===== src/rtl/bus_copy_pkg.sv =====
// Shared types and constants for the word-copy bus master.
package bus_copy_pkg;

   typedef enum logic [2:0] {
      IDLE,
      RD_REQ,
      RD_WAIT,
      WR_REQ,
      WR_WAIT,
      DONE
   } copy_state_e;

   localparam int unsigned WORD_BYTES = 4;
   localparam logic [3:0]  BE_FULL    = 4'hF;

   function automatic logic [31:0] word_align(input logic [31:0] a);
      return {a[31:2], 2'b00};
   endfunction

endpackage


===== src/rtl/bus_if.sv =====
// Single-outstanding req/gnt/rvalid bus between an initiator and a slave.
interface bus_if;

   logic        req;
   logic [31:0] addr;
   logic        we;
   logic [3:0]  be;
   logic [31:0] wdata;
   logic        gnt;
   logic [31:0] rdata;
   logic        rvalid;
   logic        err;

   modport master (
      output req, addr, we, be, wdata,
      input  gnt, rdata, rvalid, err
   );

   modport slave (
      input  req, addr, we, be, wdata,
      output gnt, rdata, rvalid, err
   );

endinterface


===== src/rtl/bus_copy_master.sv =====
// Word-copy engine: reads len words from src and writes them to dst,
// one bus transaction outstanding at a time.
module bus_copy_master
   import bus_copy_pkg::*;
#(
   parameter int LEN_W = 16
) (
   input  logic             clk_i,
   input  logic             rst_ni,
   input  logic             start_i,
   input  logic [31:0]      src_addr_i,
   input  logic [31:0]      dst_addr_i,
   input  logic [LEN_W-1:0] len_i,
   output logic             busy_o,
   output logic             done_o,
   output logic             err_o,
   bus_if.master            bus
);

   copy_state_e      state_q;
   logic [31:0]      src_q;
   logic [31:0]      dst_q;
   logic [31:0]      src_d;
   logic [31:0]      dst_d;
   logic [LEN_W-1:0] rem_q;
   logic [31:0]      data_q;
   logic             busy_q;
   logic             done_q;
   logic             err_q;
   logic             req_q;
   logic             we_q;
   logic [3:0]       be_q;
   logic [31:0]      addr_q;
   logic [31:0]      wdata_q;

   assign src_d = src_q + 32'(WORD_BYTES);
   assign dst_d = dst_q + 32'(WORD_BYTES);

   assign busy_o    = busy_q;
   assign done_o    = done_q;
   assign err_o     = err_q;
   assign bus.req   = req_q;
   assign bus.we    = we_q;
   assign bus.be    = be_q;
   assign bus.addr  = addr_q;
   assign bus.wdata = wdata_q;

   always_ff @(posedge clk_i or negedge rst_ni) begin
      if (!rst_ni) begin
         state_q <= IDLE;
         src_q   <= '0;
         dst_q   <= '0;
         rem_q   <= '0;
         data_q  <= '0;
         busy_q  <= 1'b0;
         done_q  <= 1'b0;
         err_q   <= 1'b0;
         req_q   <= 1'b0;
         we_q    <= 1'b0;
         be_q    <= '0;
         addr_q  <= '0;
         wdata_q <= '0;
      end else begin
         done_q <= 1'b0;
         unique case (state_q)
            IDLE: begin
               if (start_i) begin
                  src_q <= word_align(src_addr_i);
                  dst_q <= word_align(dst_addr_i);
                  rem_q <= len_i;
                  err_q <= 1'b0;
                  if (len_i != '0) begin
                     state_q <= RD_REQ;
                     busy_q  <= 1'b1;
                     req_q   <= 1'b1;
                     we_q    <= 1'b0;
                     be_q    <= BE_FULL;
                     addr_q  <= word_align(src_addr_i);
                  end else begin
                     state_q <= DONE;
                     done_q  <= 1'b1;
                  end
               end
            end
            RD_REQ: begin
               if (bus.gnt) begin
                  req_q   <= 1'b0;
                  state_q <= RD_WAIT;
               end
            end
            RD_WAIT: begin
               if (bus.rvalid) begin
                  data_q <= bus.rdata;
                  if (bus.err) begin
                     err_q   <= 1'b1;
                     busy_q  <= 1'b0;
                     done_q  <= 1'b1;
                     state_q <= DONE;
                  end else begin
                     req_q   <= 1'b1;
                     we_q    <= 1'b1;
                     be_q    <= BE_FULL;
                     addr_q  <= dst_q;
                     wdata_q <= bus.rdata;
                     state_q <= WR_REQ;
                  end
               end
            end
            WR_REQ: begin
               if (bus.gnt) begin
                  req_q   <= 1'b0;
                  state_q <= WR_WAIT;
               end
            end
            WR_WAIT: begin
               if (bus.rvalid) begin
                  if (bus.err) begin
                     err_q   <= 1'b1;
                     busy_q  <= 1'b0;
                     done_q  <= 1'b1;
                     state_q <= DONE;
                  end else begin
                     src_q <= src_d;
                     dst_q <= dst_d;
                     rem_q <= rem_q - LEN_W'(1);
                     // Last word written: finish instead of issuing another read
                     if (rem_q == LEN_W'(1)) begin
                        busy_q  <= 1'b0;
                        done_q  <= 1'b1;
                        state_q <= DONE;
                     end else begin
                        req_q   <= 1'b1;
                        we_q    <= 1'b0;
                        be_q    <= BE_FULL;
                        addr_q  <= src_d;
                        state_q <= RD_REQ;
                     end
                  end
               end
            end
            DONE: begin
               state_q <= IDLE;
            end
            default: begin
               state_q <= IDLE;
            end
         endcase
      end
   end

endmodule


===== src/flat_wrapper.sv =====
// flat-port wrapper written by rule: the top's interface ports become plain ports
module bus_copy_master_flat import bus_copy_pkg::*;
#(
   parameter int LEN_W = 16
)
  (clk_i, rst_ni, start_i, src_addr_i, dst_addr_i, len_i, busy_o, done_o, err_o, bus_req, bus_addr, bus_we, bus_be, bus_wdata, bus_gnt, bus_rdata, bus_rvalid, bus_err);
  bus_if bus_i ();
  input  logic clk_i;
  input  logic rst_ni;
  input  logic start_i;
  input  logic [31:0] src_addr_i;
  input  logic [31:0] dst_addr_i;
  input  logic [LEN_W-1:0] len_i;
  output logic busy_o;
  output logic done_o;
  output logic err_o;
  output wire logic [$bits(bus_i.req)-1:0] bus_req;
  output wire logic [$bits(bus_i.addr)-1:0] bus_addr;
  output wire logic [$bits(bus_i.we)-1:0] bus_we;
  output wire logic [$bits(bus_i.be)-1:0] bus_be;
  output wire logic [$bits(bus_i.wdata)-1:0] bus_wdata;
  input wire logic [$bits(bus_i.gnt)-1:0] bus_gnt;
  input wire logic [$bits(bus_i.rdata)-1:0] bus_rdata;
  input wire logic [$bits(bus_i.rvalid)-1:0] bus_rvalid;
  input wire logic [$bits(bus_i.err)-1:0] bus_err;
  assign bus_req = bus_i.req;
  assign bus_addr = bus_i.addr;
  assign bus_we = bus_i.we;
  assign bus_be = bus_i.be;
  assign bus_wdata = bus_i.wdata;
  assign bus_i.gnt = bus_gnt;
  assign bus_i.rdata = bus_rdata;
  assign bus_i.rvalid = bus_rvalid;
  assign bus_i.err = bus_err;
  bus_copy_master #(.LEN_W(LEN_W)) u_core (.clk_i(clk_i), .rst_ni(rst_ni), .start_i(start_i), .src_addr_i(src_addr_i), .dst_addr_i(dst_addr_i), .len_i(len_i), .busy_o(busy_o), .done_o(done_o), .err_o(err_o), .bus(bus_i));
endmodule

===== config.mk =====
export PLATFORM = sky130hd
export DESIGN_NAME = bus_copy_master_flat
export DESIGN_NICKNAME = d
export VERILOG_FILES = /design/src/rtl/bus_copy_pkg.sv /design/src/rtl/bus_if.sv /design/src/rtl/bus_copy_master.sv /design/src/flat_wrapper.sv
export SDC_FILE = /design/constraint.sdc
export NUM_CORES = 1
export LEC_CHECK = 0
export ABC_AREA = 1
export BUFFER_PORTS_ARGS = -buffer_cell sky130_fd_sc_hd__buf_2
export CORE_ASPECT_RATIO = 1.4
export CORE_MARGIN = 8
export CORE_UTILIZATION = 56
export CTS_CLUSTER_DIAMETER = 80
export DETAILED_ROUTE_END_ITERATION = 7
export PLACE_DENSITY_LB_ADDON = 0.1
export REMOVE_ABC_BUFFERS = 1
export SLEW_MARGIN = 20
export SYNTH_ARGS = -nofsm -noshare
export SYNTH_HDL_FRONTEND = slang
export SYNTH_SLANG_ARGS = --single-unit

===== constraint.sdc =====
create_clock -name clk_i -period 1.9 [get_ports clk_i]
set_clock_uncertainty 0.1 [all_clocks]
set_input_delay 0.38 -clock clk_i [delete_from_list [all_inputs] [get_ports clk_i]]
set_output_delay 0.38 -clock clk_i [all_outputs]
set_load 0.05 [all_outputs]

Word level (Yosys, flattened, before mapping)
Cells that the tools add are included.
- memories kept: 0
- output and inout port bits: 73
- bits in read-only memories: 0
- bits in writable memories: 0
- bits of input ports: 118
- latch bits: 0
- bits in registers: 156
- logic and storage cells: 121
- multiply operators: 0
- divide/modulo/power cells: 0
- add/sub/neg operators: 3
- equality and inequality tests: 19
- bitwise logic cells: 1
- shift operators: 0
- reductions and logical operators: 15
- muxes and demuxes: 71
- magnitude comparators: 0
- operators with widths (operator ; number):
    32-bit 2-to-1 mux ; 13
    32-bit case mux with 2 select lines ; 2
    32-bit case mux with 3 select lines ; 1
    32-bit by 3-bit adder with 32-bit output (second input constant) ; 2
    16-bit 2-to-1 mux ; 3
    16-bit case mux with 2 select lines ; 1
    1-bit 2-to-1 mux ; 28
    4-bit 2-to-1 mux ; 7
    3-bit 2-to-1 mux ; 9
    2-bit != test (second input constant) ; 9
    16-bit by 1-bit == test with 1-bit output (second input constant) ; 1
    16-bit nonzero test ; 1
    16-bit by 1-bit subtractor with 16-bit output (second input constant) ; 1
    3-bit case mux with 5 select lines ; 1
    4-bit case mux with 3 select lines ; 1
    1-bit case mux with 3 select lines ; 3
    9-bit AND reduction ; 1
    2-bit by 1-bit != test with 1-bit output (second input constant) ; 4
    4-bit AND reduction ; 2
    8-bit AND reduction ; 1
    7-bit AND reduction ; 1
    3-bit by 2-bit == test with 1-bit output (second input constant) ; 2
    5-bit AND reduction ; 1
    1-bit case mux with 4 select lines ; 1
    11 further kinds ; 13

Logic depth before layout (Yosys ltp)
- depth in word-level cells: 5
- mapped depth: 14

Worst setup path after synthesis
Ideal clock, no wire load.
- kind: flip-flop to flip-flop
- start point: reg u_core.rem_q[1]
- end point: reg u_core.addr_q[29] (netlist: u_core.bus.addr[29])
- cell stages (with the launch flop): 15
- data arrival time: 1.450 ns
- path slack: 0.232 ns
- buffers on the path: 1
- library setup time: 0.118 ns
- period minus slack after synthesis: 1.668 ns
- required time: 1.682 ns
- cells stage by stage: dfrtp_1 -> inv_1 -> ha_1 -> inv_1 -> nor2_1 -> nand2_1 -> nor2_1 -> nand3_1 -> nand2_1 -> inv_2 -> nand2_2 -> inv_2 -> buf_4 -> nor2_1 -> nor2_1
- longest elaborated chain between the ends: 3
- ends and longest elaborated chain (what ; RTL line ; text):
    from (decl) ; bus_copy_master.sv:25 ; logic [LEN_W-1:0] rem_q;
    from (signal assigned) ; bus_copy_master.sv:70 ; rem_q <= len_i;
    from (signal assigned) ; bus_copy_master.sv:125 ; rem_q <= rem_q - LEN_W'(1);
    16-bit by 1-bit == test with 1-bit output ; bus_copy_master.sv:127 ; if (rem_q == LEN_W'(1)) begin
    2-bit != test (no source line) ; - ;
    8-bit AND reduction (no source line) ; - ;
    to (signal assigned) ; bus_copy_master.sv:78 ; addr_q <= word_align(src_addr_i);
    to (signal assigned) ; bus_copy_master.sv:103 ; addr_q <= dst_q;
    to (signal assigned) ; bus_copy_master.sv:135 ; addr_q <= src_d;
    to (decl) ; bus_copy_master.sv:33 ; logic [31:0] addr_q;
Every way passes these cells.
A chain may end at the register's enable or synchronous reset.

Final worst setup path
- start point: reg u_core.state_q[1]
- end point: reg u_core.addr_q[24] (netlist: u_core.bus.addr[24])
- longest elaborated chain between the ends: 3
- elaborated cells between the ends (all ways): 13
- those cells by class: eq/ne: 9; mux: 1; reduce/logical: 3
- ends and longest elaborated chain (what ; RTL line ; text):
    from (decl) ; bus_copy_master.sv:20 ; copy_state_e state_q;
    from (signal assigned) ; bus_copy_master.sv:50 ; state_q <= IDLE;
    from (signal assigned) ; bus_copy_master.sv:73 ; state_q <= RD_REQ;
    from (signal assigned) ; bus_copy_master.sv:80 ; state_q <= DONE;
    3-bit == test, or another cell as far along ; bus_copy_master.sv:65 ; unique case (state_q)
    2-bit != test (no source line), or another cell as far along ; - ;
    8-bit AND reduction (no source line) ; - ;
Several ways; a longest one is shown, not always the timed one.

==> flow_metrics.py <==
metrics = {
    "logic_synthesis": {
        "yosysSeqAreaShare_pct": 41.7,
        "synth_cell_types": 33,
        "synth_top_cell_by_area": "dfrtp_1",
        "ys_ff_latch": 148,
        "synth.area.top_cells": "dfrtp_1, nand2_1, nor2_1",
        "ys_warn_count": 0,
        "synth_area_um2": 8880,
        "synth_top_area_share_pct": 41.7,
        "syn_inst": 1271,
        "avgSynthCellArea_um2": 6.99,
    },
    "power_and_ir_drop": {
        "pwr_density_cell_nw_per_um2": 1820,
        "ir_drop_v": 0.00120,
        "total_power_uw": 20400,
        "p_leak_uw": 0.00560,
    },
    "placement": {
        "hpwl_um": 21000,
        "dpl_cell_area_um2": 10400,
        "port_buffers": 186,
        "post-place-cells": 1663,
        "dp_slack_ps": 10.7,
        "place_congestion": 0.964,
    },
    "sta": {
        "slew_headroom_pct": 63.7,
        "finalHoldViolCount": 0,
        "worstMarginPinSlew_ps": 545,
        "max_freq_mhz": 542,
        "slew_violations": 0,
        "setup_viol": 0,
        "setup_slack_ps": 55.6,
        "rsz0062_at_grt": "yes",
        "fin_crit_ps": 1840,
        "finalCritPeriodShare_pct": 97.1,
        "final.setup.tns_ps": 0,
    },
    "worst_setup_path": {
        "rr_worst_depth": 11,
        "crit_fanout": 7,
        "r2r_end": "u_core.bus.addr[24]$_DFFE_PN0P_",
        "cp.required_ps": 2120,
        "startpoint_type": "flip-flop",
        "end_kind": "flip-flop",
        "r2r_start": "u_core.state_q[1]$_DFFE_PN0P_",
        "crit_type": "reg -> reg",
        "rrSetupSlack_ps": 60,
        "critPathArrivalTime_ps": 2060,
    },
    "floorplanning": {
        "start_util_pct": 57.2,
        "dieWidth_um": 122,
        "coreArea_um2": 15500,
        "die_h_um": 165,
        "rows": 54,
        "io_pins": 191,
        "die_area_um2": 20200,
    },
    "detailed_routing": {
        "firstDrtPassIters": 6,
        "avgRoutedWirePerCell_um": 16.4,
        "drc": 0,
        "vias": 9260,
        "wirelength_um": 27800,
        "drt_iter0_markers": 886,
        "via_per_inst": 5.44,
        "drtAntennaViolNets": 0,
    },
    "hold_path": {
        "hold_depth": 2,
        "hold_path.class": "in -> reg",
        "hold_end": "u_core.bus.wdata[20]$_DFFE_PN0P_",
        "min_from": "bus_rdata[20]",
    },
    "cts": {
        "cts_buffers": 17,
        "htree_levels": 4,
        "cts.sinks": 148,
        "cts_buffer_depth": 2,
        "clock_latency_ps": 430,
        "clockRootBuffer": "clkbuf_16",
        "cts_tree": "done",
        "clk_pin_slew_ps": 70,
    },
    "global_routing": {
        "overflow": 0,
        "grt.total_usage_pct": 27.4,
        "antenna_found_initial": 2,
        "grt_pass1_vias": 8900,
        "grt_max_degree": 74,
        "grt_pass1_wl_um": 43600,
    },
    "finish": {
        "synthToLayoutAreaGrowth_pct": 26.1,
        "fill_cells": 1331,
        "drive_above_1_share_pct": 23.5,
        "post-route-cell-area_um2": 11200,
        "instances_no_fill": 1702,
        "nets": 1614,
    },
    "job": {
        "cap_violations": 0,
    },
    "outcome": {
        "status": "finished clean",
    },
}
## cells in the mapped netlist, drive strengths merged
library cell  instances
or2                   2
o21bai                6
buf                  40
o21ai                79
nor3                 16
nand3               104
inv                 113
nand4                12
nand3b                2
ha                    4
nor2                202
a21oi                63
a21boi                1
o22ai                 8
o211ai               10
dfrtp               148
clkbuf               12
a22oi                19
mux2                 32
nand2               383
xor2                 11
a31oi                 4
## repair_timing
action                                 in CTS  in global routing
pin swaps                                   0                  4
setup endpoints to repair                  14                 98
setup buffers                               0                  4
gates resized for setup                     1                 52
hold buffers                                1                  0
endpoints found under the hold margin      32                  0
cloned                                      0                  1
## metal layers
| layer | wire (µm) | vias up | track usage [%] |
|---|---|---|---|
| li1 | - | 4571 | - |
| met1 | 10800 | 4312 | 31.8 |
| met2 | 14400 | 316 | 48.6 |
| met3 | 1820 | 59 | 5.27 |
| met4 | 794 | 2 | 10.8 |
| met5 | 13 | - | 0 |
## worst max path at each step
stage | startpoint | endpoint | slack [ps] | cells past startpoint
after floorplan | u_core.state_q[1]$_DFFE_PN0P_ | u_core.src_q[13]$_DFFE_PN0P_ | -2310 | 8
after global placement | u_core.state_q[0]$_DFFE_PN0P_ | u_core.bus.addr[15]$_DFFE_PN0P_ | 30 | 11
after global routing | u_core.rem_q[1]$_DFFE_PN0P_ | u_core.bus.addr[29]$_DFFE_PN0P_ | -50 | 14
after detailed placement | u_core.state_q[0]$_DFFE_PN0P_ | u_core.bus.addr[15]$_DFFE_PN0P_ | 10 | 11
after CTS | u_core.rem_q[1]$_DFFE_PN0P_ | u_core.bus.addr[15]$_DFFE_PN0P_ | 10 | 14
final | u_core.state_q[1]$_DFFE_PN0P_ | u_core.bus.addr[24]$_DFFE_PN0P_ | 60 | 11
## state kept, by name, summed over array words and instances, names as in the netlist
name              flops
u_core.bus.wdata     32
u_core.bus.be         1
u_core.state_q        3
u_core.busy_o         1
u_core.err_o          1
u_core.bus.we         1
u_core.dst_q         30
u_core.done_o         1
u_core.src_q         30
u_core.bus.req        1
u_core.rem_q         16
u_core.bus.addr      31
## per-stage QoR
stage               hold WS [ps]  util (%)
global route                53.2      72.1
detailed placement           210      66.9
global placement             205      66.9
floorplan                  -15.6         -
CTS                         47.0      70.7
finish                      57.4      72.1
## critical path, stage by stage (launching register included)
cell and delay, ps:
dfrtp_2 460, nor2_4 160, nand2_1 90, nor2_1 100, nand2_1 60, nor2_1 210
nor2_4 90, nand2_8 100, clkinv_8 80, buf_12 150, nor2_4 90, nor2_2 40
## power by group
| group | internal [µW] | total (µW) | switching [µW] |
|---|---|---|---|
| logic | 3530 | 11100 | 7550 |
| clock network | 1760 | 3330 | 1570 |
| registers | 4680 | 5990 | 1310 |
## cells in the final DEF, fill, tap and decap left out, drive strengths merged
cell type and n:
a31oi 4, mux2 32, or2 2, nand3b 2, dlygate4sd3 1, nand4 12, ha 4, a21boi 1
o22ai 8, a22oi 19, nand2 383, xor2 11, diode 1, clkinvlp 1, o211ai 10, a21oi 63
dfrtp 148, o21ai 79, clkinv 3, o21bai 6, buf 252, inv 125, clkbuf 17, nor2 202
nor3 16, nand3 104
## area by class of cell
type	instances	area, µm²	area share [%]
Multi-Input combinational cell	958	4630	41.3
Sequential cell	148	3710	33.1
Timing Repair Buffer	253	1600	14.2
Inverter	113	439	3.92
Clock buffer	17	425	3.80
Tap cell	196	245	2.19
Clock inverter	15	151	1.35
Timing Repair inverter	1	8.76	0.0782
Antenna cell	1	2.50	0.0223
## cells by family (layout without fill, tap and decap cells)
family                   after synthesis  after routing  share of synthesized area [%]
buffers and inverters                165            399                           7.76
adder cells (fa/ha/maj)                4              4                          0.563
AO/OA/AOI/OAI                        190            190                           11.9
multiplexers                          32             32                           4.06
other                                  0              1                              0
AND/OR/NAND/NOR                      721            721                           32.9
flip-flops                           148            148                           41.7
XOR/XNOR                              11             11                           1.08
Note: power is estimated with default switching activity, not from simulation.
